### config.mk
export PLATFORM = sky130hd
export DESIGN_NAME = chien_search_ctrl
export DESIGN_NICKNAME = d
export VERILOG_FILES = /design/src/rtl/rs_dec_pkg.sv /design/src/rtl/root_capture.sv /design/src/rtl/chien_search_ctrl.sv
export SDC_FILE = /design/constraint.sdc
export NUM_CORES = 1
export LEC_CHECK = 0
export CAP_MARGIN = 20
export CORE_UTILIZATION = 40
export CTS_CLUSTER_SIZE = 10
export DETAILED_ROUTE_END_ITERATION = 8
export PLACE_DENSITY_LB_ADDON = 0.05
export SYNTH_ARGS = -nofsm -noshare
export SYNTH_HDL_FRONTEND = slang
export SYNTH_SLANG_ARGS = --single-unit
### constraint.sdc
create_clock -name Clk -period 2.9 [get_ports Clk]
set_clock_uncertainty 0.1 [all_clocks]
set_input_delay 0.58 -clock Clk [delete_from_list [all_inputs] [get_ports Clk]]
set_output_delay 0.58 -clock Clk [all_outputs]
set_load 0.005 [all_outputs]
### src/rtl/rs_dec_pkg.sv
// Shared RS(204,188) decoder definitions: code parameters, locator degree type, sequencer states.
// Latency: n/a (declarations only).
// Backpressure: n/a.
package rs_dec_pkg;

    // Maximum correctable errors: number of sigma coefficients and location slots.
    localparam int T     = 8;
    // GF(2^8) symbol / exponent width.
    localparam int SYM_W = 8;
    // Last alpha exponent evaluated by the Chien sweep (the first is 1).
    localparam int N     = 255;

    // Locator degree as reported by Berlekamp-Massey (0..15).
    typedef logic [3:0] deg_t;

    // Sequencer states. Plain constants keep the encoding fixed for older blocks
    // that decode the state bits directly.
    typedef logic [2:0] state_t;
    localparam state_t ST_IDLE   = 3'd0;
    localparam state_t ST_LOAD   = 3'd1;
    localparam state_t ST_SEARCH = 3'd2;
    localparam state_t ST_CHECK  = 3'd3;
    localparam state_t ST_OUTPUT = 3'd4;

    // A degree above T cannot be corrected whatever the search finds.
    function automatic logic deg_too_big(input deg_t deg);
        return deg > deg_t'(T);
    endfunction

endpackage

### src/rtl/root_capture.sv
// T-slot root-location register file with write pointer, saturating count and overflow flag.
// Latency: a write is visible on loc_flat/loc_count the cycle after wr_vld.
// Backpressure: none; writes beyond T slots are dropped and raise overflow instead.
//
// Ports:
//   Clk, Reset          clock, asynchronous active-low reset
//   clear, set_ovf      empty all slots; overflow takes set_ovf on the same edge
//   wr_vld, wr_exp      store one root exponent in the next free slot
//   loc_flat            slot 0 at [SYM_W-1:0]; unused slots read 0
//   loc_count           slots filled (0..T)
//   overflow            more roots seen than slots, or forced by set_ovf
module root_capture
    import rs_dec_pkg::*;
(
    input  logic               Clk,
    input  logic               Reset,
    input  logic               clear,
    input  logic               set_ovf,
    input  logic               wr_vld,
    input  logic [SYM_W-1:0]   wr_exp,
    output logic [T*SYM_W-1:0] loc_flat,
    output deg_t               loc_count,
    output logic               overflow
);

    logic [SYM_W-1:0] slot [T];

    always_ff @(posedge Clk or negedge Reset) begin
        if (!Reset) begin
            for (int i = 0; i < T; i++) begin
                slot[i] <= '0;
            end
            loc_count <= '0;
            overflow  <= 1'b0;
        end else if (clear) begin
            for (int i = 0; i < T; i++) begin
                slot[i] <= '0;
            end
            loc_count <= '0;
            overflow  <= set_ovf;
        end else if (wr_vld) begin
            if (loc_count < deg_t'(T)) begin
                // loc_count doubles as the write pointer
                for (int i = 0; i < T; i++) begin
                    if (loc_count == deg_t'(i)) begin
                        slot[i] <= wr_exp;
                    end
                end
                loc_count <= loc_count + deg_t'(1);
            end else begin
                // Count stays saturated at T; the extra root only marks the block bad
                overflow <= 1'b1;
            end
        end
    end

    for (genvar g = 0; g < T; g++) begin : g_flat
        assign loc_flat[g*SYM_W +: SYM_W] = slot[g];
    end

endmodule

### src/rtl/chien_search_ctrl.sv
// Chien-search sequencer: loads the locator into the datapath, sweeps exponents 1..N, collects roots.
// Latency: sigma handshake cycle to loc_valid is 1+1+N+DP_LAT+1 cycles (2 when no search runs).
// Backpressure: sigma_ready only in IDLE; results held on loc_valid until loc_ready.
//
// Ports:
//   Clk, Reset                       clock, asynchronous active-low reset
//   sigma_valid/ready, sigma_flat,   locator coefficients and degree from Berlekamp-Massey
//   sigma_deg
//   dp_load, dp_sigma, dp_exp        datapath control: load pulse, coefficients, exponent issued
//   dp_root                          datapath flag for the exponent issued DP_LAT cycles earlier
//   loc_valid/ready, loc_flat,       results to Forney/correction
//   loc_count, decode_fail
//   busy                             high in every state except IDLE
module chien_search_ctrl
    import rs_dec_pkg::*;
#(
    parameter int DP_LAT = 1
) (
    input  logic               Clk,
    input  logic               Reset,
    input  logic               sigma_valid,
    output logic               sigma_ready,
    input  logic [T*SYM_W-1:0] sigma_flat,
    input  deg_t               sigma_deg,
    output logic               dp_load,
    output logic [T*SYM_W-1:0] dp_sigma,
    output logic [SYM_W-1:0]   dp_exp,
    input  logic               dp_root,
    output logic               loc_valid,
    input  logic               loc_ready,
    output logic [T*SYM_W-1:0] loc_flat,
    output deg_t               loc_count,
    output logic               decode_fail,
    output logic               busy
);

    localparam int               CNT_W       = $clog2(N + DP_LAT + 1);
    // Exponents are issued during the first N search cycles only
    localparam logic [CNT_W-1:0] ISSUE_END   = CNT_W'(N);
    // The last DP_LAT cycles only drain results still in the datapath
    localparam logic [CNT_W-1:0] SEARCH_LAST = CNT_W'(N + DP_LAT - 1);
    localparam logic [SYM_W-1:0] EXP_LAST    = SYM_W'(N);

    state_t           state;
    deg_t             deg_q;
    logic [CNT_W-1:0] srch_cnt;
    logic             tag_vld [DP_LAT];
    logic [SYM_W-1:0] tag_exp [DP_LAT];

    logic accept;
    logic issue_vld;
    logic cap_vld;
    logic overflow;

    assign accept    = (state == ST_IDLE) && sigma_valid;
    assign issue_vld = (state == ST_SEARCH) && (srch_cnt < ISSUE_END);
    // A root flag with no tagged exponent in flight (load cycle, drain tail,
    // idle) belongs to no valid evaluation and is dropped
    assign cap_vld   = dp_root && tag_vld[DP_LAT-1];

    assign sigma_ready = (state == ST_IDLE);
    assign dp_load     = (state == ST_LOAD);
    assign loc_valid   = (state == ST_OUTPUT);
    assign busy        = (state != ST_IDLE);

    // Sequencer, exponent counter and registered datapath coefficients
    always_ff @(posedge Clk or negedge Reset) begin
        if (!Reset) begin
            state       <= ST_IDLE;
            deg_q       <= '0;
            srch_cnt    <= '0;
            dp_exp      <= '0;
            dp_sigma    <= '0;
            decode_fail <= 1'b0;
        end else begin
            case (state)
                ST_IDLE: begin
                    if (accept) begin
                        dp_sigma    <= sigma_flat;
                        deg_q       <= sigma_deg;
                        decode_fail <= 1'b0;
                        // Degree 0 or above T: nothing worth searching for
                        if (deg_too_big(sigma_deg) || (sigma_deg == '0)) begin
                            state <= ST_CHECK;
                        end else begin
                            state  <= ST_LOAD;
                            dp_exp <= SYM_W'(1);
                        end
                    end
                end
                ST_LOAD: begin
                    // dp_exp stays at 1 so the first search cycle issues exponent 1
                    // against the freshly loaded coefficients
                    srch_cnt <= '0;
                    state    <= ST_SEARCH;
                end
                ST_SEARCH: begin
                    srch_cnt <= srch_cnt + CNT_W'(1);
                    if (dp_exp != EXP_LAST) begin
                        dp_exp <= dp_exp + SYM_W'(1);
                    end
                    if (srch_cnt == SEARCH_LAST) begin
                        dp_exp <= '0;
                        state  <= ST_CHECK;
                    end
                end
                ST_CHECK: begin
                    // The final root lands on the edge into CHECK, so the count here is complete
                    decode_fail <= overflow | (loc_count != deg_q);
                    state       <= ST_OUTPUT;
                end
                ST_OUTPUT: begin
                    if (loc_ready) begin
                        state <= ST_IDLE;
                    end
                end
                default: begin
                    state <= ST_IDLE;
                end
            endcase
        end
    end

    // Tag delay line: pairs each dp_root with the exponent that produced it
    always_ff @(posedge Clk or negedge Reset) begin
        if (!Reset) begin
            for (int i = 0; i < DP_LAT; i++) begin
                tag_vld[i] <= 1'b0;
                tag_exp[i] <= '0;
            end
        end else begin
            tag_vld[0] <= issue_vld;
            tag_exp[0] <= dp_exp;
            for (int i = 1; i < DP_LAT; i++) begin
                tag_vld[i] <= tag_vld[i-1];
                tag_exp[i] <= tag_exp[i-1];
            end
        end
    end

    root_capture u_root_capture (
        .Clk       (Clk),
        .Reset     (Reset),
        .clear     (accept),
        .set_ovf   (deg_too_big(sigma_deg)),
        .wr_vld    (cap_vld),
        .wr_exp    (tag_exp[DP_LAT-1]),
        .loc_flat  (loc_flat),
        .loc_count (loc_count),
        .overflow  (overflow)
    );

endmodule

Word level (Yosys, flattened, before mapping)

Cells that the tools add are included.

Add/subtract/negate cells: 3
Multiply operators: 0
Divide/modulo/power cells: 0
Order comparisons: 3
Equal/unequal tests: 20
Shift-type cells: 0
Mux-type cells: 30
Bitwise operators: 1
Reduce and logical (&&, ||, !) cells: 35

Operator list:

| operator            | number |
|---|---|
| $mux 64             | 3 |
| $mux 8              | 12 |
| $reduce_and 3->1    | 9 |
| $reduce_bool 2->1   | 13 |
| $pmux 9 s2          | 1 |
| $eq 4x3->1 const B  | 4 |
| $pmux 8 s2          | 1 |
| $pmux 3 s5          | 1 |
| $mux 4              | 3 |
| $add 9x1->9 const B | 1 |
| $eq 9x8->1 const B  | 1 |
| $lt 9x8->1 const B  | 1 |
| $mux 3              | 3 |
| $add 8x1->8 const B | 1 |
| $eq 4x2->1 const B  | 2 |
| $logic_not 4->1     | 2 |
| $ne 8x8->1 const B  | 1 |
| $reduce_and 2->1    | 4 |
| $eq 3x2->1 const B  | 2 |
| $ne 2x1->1 const B  | 3 |
| $add 4x1->4 const B | 1 |
| $eq 4x1->1 const B  | 1 |
| $gt 4x4->1 const B  | 1 |
| $lt 4x4->1 const B  | 1 |
| 14 further kinds    | 20 |

Flip-flop bits (word level): 167
Latch bits: 0
RAM bits: 0
Bits in read-only memories: 0
Input bits: 73
Output and inout bits: 145
Logic and storage cells: 110
Memories kept: 0

Longest topological paths before layout

Depth after elaboration: 5
Mapped depth: 8
Depth with buffers taken out: 7

Cells and area by module

A second synthesis with hierarchy kept.

Cells, all modules: 569
Area, all modules: 7113.1 um^2

By module, submodules not included:

| module            | times used | cells an instance | area each (um^2) | seq. area each (um^2) |
|---|---|---|---|---|
| chien_search_ctrl | 1          | 287               | 4030.1           | 2452.4 |
| root_capture      | 1          | 282               | 3083.0           | 1726.7 |

Worst setup path after synthesis

No wires, ideal clock.

Kind: in2reg
Start: input port sigma_deg[1]
End: register dp_exp[0]
Library setup time: 125 ps
Arrival time: 1771 ps
Required time: 2675 ps
Path slack: 904 ps
Stages: 4
Buffers on the path: 0
Path through: o31ai_1 a31oi_4 a31oi_4 mux2_4

Cells in the longest elaborated chain, start to end: 4
Elaborated cells on any way between the ends: 5
Those cells by class: order compare: 1; eq/ne: 1; reduce/logical: 3

Ends and longest elaborated chain:

| what                                                 | RTL line                                  | RTL |
|---|---|---|
| from (decl)                                          | chien_search_ctrl.sv:24                   | `input deg_t sigma_deg,` |
| $gt 4x4->1 / $logic_not 4->1 (equally long branches) | rs_dec_pkg.sv:27, chien_search_ctrl.sv:83 |  |
| $logic_or 1x1->1 *                                   | chien_search_ctrl.sv:83                   | `if (deg_too_big(sigma_deg) \|\| (sigma_deg == '0)) begin` |
| $ne 2x2->1 (no line) *                               | n/a                                       |  |
| $reduce_and 4->1 (no line) *                         | n/a                                       |  |
| to (signal assigned)                                 | chien_search_ctrl.sv:100                  | `dp_exp <= dp_exp + SYM_W'(1);` |
| to (decl)                                            | chien_search_ctrl.sv:27                   | `output logic [SYM_W-1:0] dp_exp,` |

Every way passes the cells marked *; elsewhere a longest branch is shown, timed or not.
A chain may end at the register's enable or synchronous reset.

Final worst setup path

Start: register state[0]
End: output port sigma_ready

Cells in the longest elaborated chain, start to end: 1

Ends and longest elaborated chain:

| what                   | RTL line                | RTL |
|---|---|---|
| from (decl)            | chien_search_ctrl.sv:44 | `state_t state;` |
| from (signal assigned) | chien_search_ctrl.sv:69 | `state <= ST_IDLE;` |
| from (signal assigned) | chien_search_ctrl.sv:84 | `state <= ST_CHECK;` |
| from (signal assigned) | chien_search_ctrl.sv:86 | `state <= ST_LOAD;` |
| $logic_not 3->1        | chien_search_ctrl.sv:61 | `assign sigma_ready = (state == ST_IDLE);` |
| to (decl)              | chien_search_ctrl.sv:22 | `output logic sigma_ready,` |

No other way between the ends.

==> metrics <==
status=complete, no violations; Pleak=4.258 nW; peak supply drop=0.0007450 V; top_reg_cell synth=dfrtp_1; relative slew slack=53.42%; post-CTS setup buffers=0; sequential fraction of the synthesis area=58.26%; Crit path arrival time=1.92 ns; post-synth top area share=58.26%; Slew Limit Fails=0; Post-synth top cells=167 x dfrtp_1, 90 x nand2_1, 70 x a21oi_1, 69 x nand3_1, 41 x mux2_4; # DRC=0; Cell Rows=48; clk_lat worst skew=0.42 ns; GR Overflow Total=0; crit end category=primary output; iteration-0 DRC count of the detailed router=314; routed len/inst=17.34 µm; Pwr per Cell Area=974.4 nW/µm²; CP Class=flip-flop to primary output; effective utilization at floorplan=41.19%; Storage cell area=4179 µm²; Crit path required time=2.22 ns; worst slack at placement=0.3747 ns; PostCTS Resize Cnt=0; layout cells sized above 1=14.98%; unrepaired setup endpoints after global routing=false; routed via count=5,368; fmax=0.3849 GHz; final instance area=10,100 µm²; Yosys reg bits=167; diodes inserted=0; area grow syn2layout=40.76%; Die Ht=135.9 µm; CTS sink cnt=167; Die Wd=135.9 µm; top-count cell post-synth=dfrtp_1; Worst-path clk slew=0.07 ns; cell area after synthesis=7173 µm²; Clock H-tree levels=4; GRT Total Usage=20.51%; Num CTS Buffers=17; first-pass GRT wire length=28.55 mm; crit share post-route=89.59%; Unique masters post-synth=46; top cells by area, synth=dfrtp_1 58%, mux2_4 8.6%, a21oi_1 4.9%; Cell Area, Placed=9513 µm²; Synth Net Count=686; Final HPWL DP=12.90 mm; fin crit period=2.598 ns; Pre-antenna DRT Iters=4; Root Driver=clkbuf_16; worst slew pin tran=0.6956 ns; Final ANT Viol Nets=0; Placer Congestion=0.7939; TNS Setup=0 ns; Ports=218; asr flop ratio synth=100.0%; Worst R2R Path Depth=5; Final setup viols=0; Hold Path Class=input pin to async pin; CP Launch Type=flip-flop; nets=895; largest net degree at the start of global routing=66; initial antenna violation count=0; number of synthesized flops with an enable pin=0; CTS tree=built; vias in the first global route=5,375; Hold Buf Count CTS=0; Die ar.=18,470 µm²; CTS max path bufs=2; CORE AREA=17,420 µm²; Max-Cap Viols=0; final hold vios=0; Mean Syn Cell Area=11.84 µm²; Syn Inst Count=606; port bufs=217; area of the multi-input gates=2645 µm²; vias per inst=5.098; cell taking the most area after synthesis=dfrtp_1; setup slack after layout=0.3018 ns; final wirelength=18.26 mm; total number of yosys warnings=0; crit path max fanout=10; # fillers=1,440
## per-stage QoR
| stage | cells | utilization (%) | power, mW | hold slack, ns |
|---|---|---|---|---|
| 2_1_floorplan | 606 | - | 5.736 | 0.1844 |
| 3_3_place_gp | 1021 | 54.62 | 7.601 | 0.3586 |
| 3_5_place_dp | 1021 | 54.62 | 7.692 | 0.3632 |
| 4_1_cts | 1053 | 57.97 | 9.951 | 0.06215 |
| 5_1_grt | 1053 | 57.97 | 10.43 | 0.08078 |
| 6_report | 1053 | 57.97 | 9.839 | 0.04583 |
## area by class of cell
class	count	area share [%]
multi-input combinational	389	26.20
clock inverter	12	1.165
inverter	7	0.2602
timing repair buffer	233	23.58
clock buffer	20	4.622
sequential	167	41.39
tap	225	2.788
## final timing paths
| check | from | endpoint | slack (ns) |
|---|---|---|---|
| setup / recovery | state[0] | sigma_ready | 0.30 |
| min in group Clk | dp_exp[1] | tag_exp[1] | 0.37 |
| hold reg to reg | dp_exp[1] | tag_exp[1] | 0.37 |
| setup reg to reg | state[0] | dp_sigma[60] | 0.78 |
| max in group asynchronous | Reset | u_root_capture.loc_flat[21] | 2.00 |
| hold / removal | Reset | u_root_capture.loc_flat[4] | 0.05 |
## metal layers
layer | share of wire [%] | global-route usage [%] | up-vias
li1 | - | - | 2535
met1 | 42 | 26.16 | 2635
met2 | 50 | 33.84 | 181
met3 | 6.4 | 5.817 | 17
met4 | 1.3 | 5.988 | 0
met5 | 0 | 0 | -
## registers in the layout, summed over array words and instances, names as in the netlist
| name | cells |
|---|---|
| deg_q | 4 |
| state | 3 |
| u_root_capture.overflow | 1 |
| dp_exp | 8 |
| tag_exp | 8 |
| srch_cnt | 9 |
| decode_fail | 1 |
| tag_vld | 1 |
| dp_sigma | 64 |
| u_root_capture.loc_count | 4 |
| u_root_capture.loc_flat | 64 |
## cells in the final DEF (no fill, tap or decap), drive strengths merged, types with 6 or more instances in the layout
master,instances
inv,11
clkdlybuf4s50,216
nor3,6
a21oi,70
mux2,69
clkbuf,20
nor2,16
buf,17
dfrtp,167
nand3,69
a31oi,8
ha,7
nand2,90
o21ai,13
## logic make-up (layout without fill, tap and decap cells)
| logic type | count (synthesis) | count (layout) | share of synthesized area (%) |
|---|---|---|---|
| and+or+nand+nor | 204 | 204 | 13.40 |
| xor gates and xnor gates | 5 | 5 | 0.6105 |
| adders and majority gates | 7 | 7 | 1.221 |
| AOI/OAI and AO/OA | 102 | 102 | 8.181 |
| buffers and inverters | 50 | 272 | 5.076 |
| muxes | 71 | 71 | 13.26 |
| DFF | 167 | 167 | 58.26 |
## critical path, stage by stage (launching register included)
cell and delay, ns:
dfrtp_1 0.49, or3_4 0.44, inv_2 0.06, clkdlybuf4s50_1 0.50
## power breakdown
group          leakage [nW]  switching [mW]  internal [mW]
clock network         0.276           0.948           1.26
registers              2.15           0.673           3.11
logic                  1.84            1.48           2.37
No activity file was read; power rests on OpenSTA's default activity.
